===== config.mk =====
export PLATFORM = sky130hd
export DESIGN_NAME = program_sequencer
export DESIGN_NICKNAME = d
export VERILOG_FILES = /design/src/rtl/proc_pkg.sv /design/src/rtl/seq_delay_cnt.sv /design/src/rtl/program_sequencer.sv
export SDC_FILE = /design/constraint.sdc
export NUM_CORES = 1
export LEC_CHECK = 0
export CELL_PAD_IN_SITES_DETAIL_PLACEMENT = 0
export CELL_PAD_IN_SITES_GLOBAL_PLACEMENT = 1
export CORE_UTILIZATION = 31
export DETAILED_ROUTE_END_ITERATION = 6
export GPL_TIMING_DRIVEN = 1
export PLACE_DENSITY = 0.78
export SETUP_SLACK_MARGIN = 0.5
export SLEW_MARGIN = 20
export SYNTH_ARGS = -nofsm -noshare
export SYNTH_HDL_FRONTEND = slang
export SYNTH_HIERARCHICAL = 1
export SYNTH_SLANG_ARGS = --single-unit

===== constraint.sdc =====
create_clock -name clk -period 1.7 [get_ports clk]
set_input_delay 0.425 -clock clk [delete_from_list [all_inputs] [get_ports clk]]
set_output_delay 0.425 -clock clk [all_outputs]
set_load 0.03 [all_outputs]

===== src/rtl/proc_pkg.sv =====
// Shared definitions for the 4-bit processor fetch/execute controller.
// Contents: sequencer state enum, HALT opcode, data RAM word addresses and
// the opcode / data / program-counter widths.
// Optional feature macro: SEQ_STEP_EN adds the PAUSE state to the enum.
package proc_pkg;

  localparam int OPC_W  = 4;
  localparam int DATA_W = 8;
  localparam int PC_W   = 3;

  localparam logic [OPC_W-1:0] OPC_HALT = 4'hF;

  localparam logic RAM_ADDR_OPND = 1'b0;
  localparam logic RAM_ADDR_RES  = 1'b1;

  typedef enum logic [2:0] {
    ST_IDLE,
    ST_FETCH,
    ST_DECODE,
    ST_EXEC,
`ifdef SEQ_STEP_EN
    ST_WB,
    ST_PAUSE
`else
    ST_WB
`endif
  } state_t;

endpackage


===== src/rtl/seq_delay_cnt.sv =====
// Loadable down-counter that marks the last EXEC cycle.
// Ports:
//   clk, rst : clock, asynchronous active-high reset
//   load     : start a new countdown of LAT cycles (asserted the cycle before EXEC)
//   expire   : high during the LAT-th cycle after load, i.e. the final EXEC cycle
module seq_delay_cnt #(
  parameter int unsigned LAT = 1
) (
  input  logic clk,
  input  logic rst,
  input  logic load,
  output logic expire
);

  localparam int unsigned W = (LAT > 1) ? $clog2(LAT) : 1;

  logic [W-1:0] cnt;
  logic         active;

  always_ff @(posedge clk or posedge rst) begin
    if (rst) begin
      cnt    <= '0;
      active <= 1'b0;
    end else if (load) begin
      cnt    <= W'(LAT - 1);
      active <= 1'b1;
    end else if (active) begin
      if (cnt == '0) begin
        active <= 1'b0;
      end else begin
        cnt <= cnt - 1'b1;
      end
    end
  end

  assign expire = active && (cnt == '0);

endmodule


===== src/rtl/program_sequencer.sv =====
// Fetch/execute controller: steps pc through the program ROM, drives the ALU
// opcode, loads operands into RAM word 0 and writes each ALU result back to
// RAM word 1 and to the result register. All outputs are registered.
// Ports:
//   clk, rst             : clock, asynchronous active-high reset
//   start, load_req      : one-cycle command pulses, honoured only in IDLE
//   a_in, b_in           : operand nibbles, written as {b_in,a_in}
//   rom_addr, rom_data   : program ROM port (data valid one cycle after addr)
//   ram_we/addr/wdata    : data RAM write port
//   alu_op, alu_result   : ALU opcode out, ALU result in
//   result, result_valid : last written-back result and its update pulse
//   busy, done, pc       : status
// Optional feature macro: SEQ_STEP_EN adds input step and a PAUSE state that
// waits for step after each non-final writeback.
module program_sequencer
  import proc_pkg::*;
#(
  parameter int unsigned PROG_LEN = 5,
  parameter int unsigned ALU_LAT  = 1
) (
  input  logic              clk,
  input  logic              rst,
  input  logic              start,
  input  logic              load_req,
`ifdef SEQ_STEP_EN
  input  logic              step,
`endif
  input  logic [3:0]        a_in,
  input  logic [3:0]        b_in,
  output logic [PC_W-1:0]   rom_addr,
  input  logic [OPC_W-1:0]  rom_data,
  output logic              ram_we,
  output logic              ram_addr,
  output logic [DATA_W-1:0] ram_wdata,
  output logic [OPC_W-1:0]  alu_op,
  input  logic [DATA_W-1:0] alu_result,
  output logic [DATA_W-1:0] result,
  output logic              result_valid,
  output logic              busy,
  output logic              done,
  output logic [PC_W-1:0]   pc
);

  localparam logic [PC_W-1:0] PC_LAST = PC_W'(PROG_LEN - 1);

  state_t state;
  logic   cnt_load;
  logic   exec_done;

  assign cnt_load = (state == ST_DECODE) && (rom_data != OPC_HALT);

  seq_delay_cnt #(.LAT(ALU_LAT)) u_delay (
    .clk    (clk),
    .rst    (rst),
    .load   (cnt_load),
    .expire (exec_done)
  );

  // Outputs are assigned on the transition into the state they belong to,
  // so each state's outputs are visible for exactly the cycles spent in it.
  always_ff @(posedge clk or posedge rst) begin
    if (rst) begin
      state        <= ST_IDLE;
      pc           <= '0;
      rom_addr     <= '0;
      ram_we       <= 1'b0;
      ram_addr     <= RAM_ADDR_OPND;
      ram_wdata    <= '0;
      alu_op       <= '0;
      result       <= '0;
      result_valid <= 1'b0;
      busy         <= 1'b0;
      done         <= 1'b0;
    end else begin
      ram_we       <= 1'b0;
      result_valid <= 1'b0;
      done         <= 1'b0;
      case (state)
        ST_IDLE: begin
          if (load_req) begin
            ram_we    <= 1'b1;
            ram_addr  <= RAM_ADDR_OPND;
            ram_wdata <= {b_in, a_in};
          end else if (start) begin
            pc       <= '0;
            rom_addr <= '0;
            ram_addr <= RAM_ADDR_OPND;
            busy     <= 1'b1;
            state    <= ST_FETCH;
          end
        end
        ST_FETCH: begin
          state <= ST_DECODE;
        end
        ST_DECODE: begin
          if (rom_data == OPC_HALT) begin
            done  <= 1'b1;
            pc    <= '0;
            busy  <= 1'b0;
            state <= ST_IDLE;
          end else begin
            alu_op <= rom_data;
            state  <= ST_EXEC;
          end
        end
        ST_EXEC: begin
          if (exec_done) begin
            result       <= alu_result;
            ram_we       <= 1'b1;
            ram_addr     <= RAM_ADDR_RES;
            ram_wdata    <= alu_result;
            result_valid <= 1'b1;
            done         <= (pc == PC_LAST);
            state        <= ST_WB;
          end
        end
        ST_WB: begin
          ram_addr <= RAM_ADDR_OPND;
          if (pc == PC_LAST) begin
            pc    <= '0;
            busy  <= 1'b0;
            state <= ST_IDLE;
          end else begin
            pc       <= pc + 1'b1;
            rom_addr <= pc + 1'b1;
`ifdef SEQ_STEP_EN
            state    <= ST_PAUSE;
`else
            state    <= ST_FETCH;
`endif
          end
        end
`ifdef SEQ_STEP_EN
        ST_PAUSE: begin
          if (step) begin
            state <= ST_FETCH;
          end
        end
`endif
        default: begin
          busy  <= 1'b0;
          state <= ST_IDLE;
        end
      endcase
    end
  end

endmodule


==> impl_metrics.json <==
{
  "antenna_found_initial": 0,
  "gp_congestion": 0.717,
  "remaining_drc_errors": 0,
  "power_w": 0.00574,
  "dp_hpwl_um": 2880,
  "fmax_mhz": 625,
  "grt_max_degree": 27,
  "cts_tree": "done",
  "fin_util_pct": 58.1,
  "grt_pass1_wl_um": 7060,
  "dr.pass1.iters": 4,
  "grtUsageTotal_pct": 17.1,
  "slew_viol_final": 0,
  "h-tree-depth": 2,
  "relSlewSlack_pct": 77.2,
  "core_area_um2": 4880,
  "synth_edf_count": 0,
  "syn2layout_area_growth_pct": 74.5,
  "die-area_um2": 5540,
  "diodes": 0,
  "worstMarginPinSlew_ps": 342,
  "cp.arrival_ps": 1780,
  "grt_pass1_vias": 1460,
  "rsz0062_at_grt": "true",
  "power_leakage_nw": 1.29,
  "cts_made_buffers": 5,
  "min_path_type": "in2async",
  "dp_slack_ps": -385,
  "design_area_um2": 2840,
  "mostFrequentLayoutCells": "buf_6, dfrtp_1, buf_4",
  "root_buffer": "clkbuf_8",
  "startpoint_type": "flip-flop",
  "status": "completed",
  "portBuffers": 54,
  "synth_area_per_cell_um2": 12.4,
  "setup_viol_count_final": 0,
  "layout-drive-gt1-share_pct": 59.0,
  "instances_no_fill": 289,
  "synth_flop_cell": "dfrtp_1",
  "clock_latency_ps": 290,
  "die_h_um": 74.4,
  "drtAntennaViolNets": 0,
  "ys_ff_latch": 35,
  "cts_buffer_depth": 2,
  "place_inst": 257,
  "mostFrequentLayoutCell": "buf_6",
  "end_kind": "flip-flop",
  "vias": 1406,
  "wl_um": 4320,
  "power.density_nw_per_um2": 2020,
  "nets": 248,
  "period_minus_slack_ps": 1600,
  "path_clk_slew_ps": 70,
  "ir_drop_uv": 1240,
  "drv_cap": 0,
  "ys_warn_count": 6,
  "syn_inst": 131,
  "viasPerCell": 4.87,
  "grt_overflow": 0,
  "synth_area_um2": 1630,
  "routedWlPerCell_um": 15.0,
  "synth_fp_nets": 157,
  "yosysSeqAreaShare_pct": 53.9,
  "clock_skew_ps": 4.38,
  "min_period_over_period_pct": 94.2,
  "fin_ws_ps": 99.4,
  "path_class": "reg2reg",
  "synth_cell_type_count": 37,
  "required_ps": 1870,
  "fp.dieW_um": 74.4,
  "num_rows": 25,
  "drtIter0Drc": 21,
  "io_pins": 55,
  "start_util_pct": 33.3,
  "cts_sinks": 35,
  "cp_max_fo": 5,
  "post_dp_cell_area_um2": 2360,
  "synthArstFlopShare_pct": 100,
  "finalHoldViolCount": 0
}
[kinds of logic after synthesis]
family                   count (synthesis)  synth area share, %
flip-flops                              35                 53.9
AO/OA/AOI/OAI                           27                 13.3
AND/OR/NAND/NOR                         27                 10.2
multiplexers                            24                 16.6
buffers and inverters                   16                 4.39
adder cells (fa/ha/maj)                  2                 1.54
[cell usage after synthesis, types with 2 or more instances]
cell / number / area, µm²
dfrtp_1: 35 / 876
mux2_2: 24 / 270
inv_1: 8 / 30.0
nor2_1: 4 / 15.0
nor2b_1: 4 / 25.0
o22a_1: 4 / 35.0
buf_2: 3 / 15.0
clkbuf_1: 3 / 11.3
nand2_1: 3 / 11.3
nand4_1: 3 / 18.8
o21ai_0: 3 / 15.0
o31ai_1: 3 / 22.5
a22o_1: 2 / 17.5
a22oi_1: 2 / 15.0
a31o_2: 2 / 17.5
and3_1: 2 / 12.5
ha_1: 2 / 25.0
nand3_1: 2 / 10.0
nor3b_1: 2 / 15.0
o211ai_1: 2 / 15.0
o32ai_1: 2 / 17.5
[metrics by stage]
stage | setup TNS (ps) | hold slack (ps)
finish | 0 | 314
global route | 0 | 309
CTS | 0 | 308
detailed placement | -3140 | 486
global placement | -2870 | 479
floorplan | 0 | 154
[flip-flops by register name, summed over array words and instances, names as in the netlist]
signal,flops
alu_op,4
busy,1
pc,3
ram_we,1
ram_addr,1
u_delay/active,1
state,3
result_valid,1
ram_wdata,8
rom_addr,3
result,8
done,1
[final cells by class]
class | instances | area, µm²
repair buffers | 90 | 903
inverters | 9 | 37.5
fillers | 417 | 2040
clock buffers | 6 | 82.6
clock inverters | 1 | 5.00
well taps | 67 | 83.8
multi-input cells | 81 | 842
flip-flops and latches | 35 | 882
[worst paths after layout]
kind,startpoint,end,slack [ps],cells after the start
worst max register to register,state[0],ram_wdata[0],100,3
worst max-delay path,state[0],ram_wdata[0],100,3
min in group clk,rom_addr[2],rom_addr[2],530,1
worst min register to register,rom_addr[2],rom_addr[2],530,1
max in group asynchronous,rst,state[2],860,3
worst min-delay path,rst,u_delay/active,310,2
[per-layer routing]
metal	wire [µm]	GRT usage, %
met1	1730	18.6
met2	2270	31.3
met3	215	5.56
met4	108	5.66
met5	0	0
[worst max-delay path, cell delays in order, from the launching register on]
cell	delay [ps]
dfrtp_2	440
or3b_4	440
a21oi_4	280
mux2_4	330
[what timing repair did]
action	4_1_cts	5_1_grt
setup buffers	15	8
gates resized for setup	239	19
gates cloned	1	1
endpoints found under the setup margin	63	63
pin swaps	7	13
hold buffers	0	0
[power by group]
group,internal [W],switching (W),total [W]
logic,0.00196,0.00164,0.00360
registers,0.00122,0.000310,0.00153
clock network,0.000318,0.000298,0.000616
(Power assumes the default switching activity.)
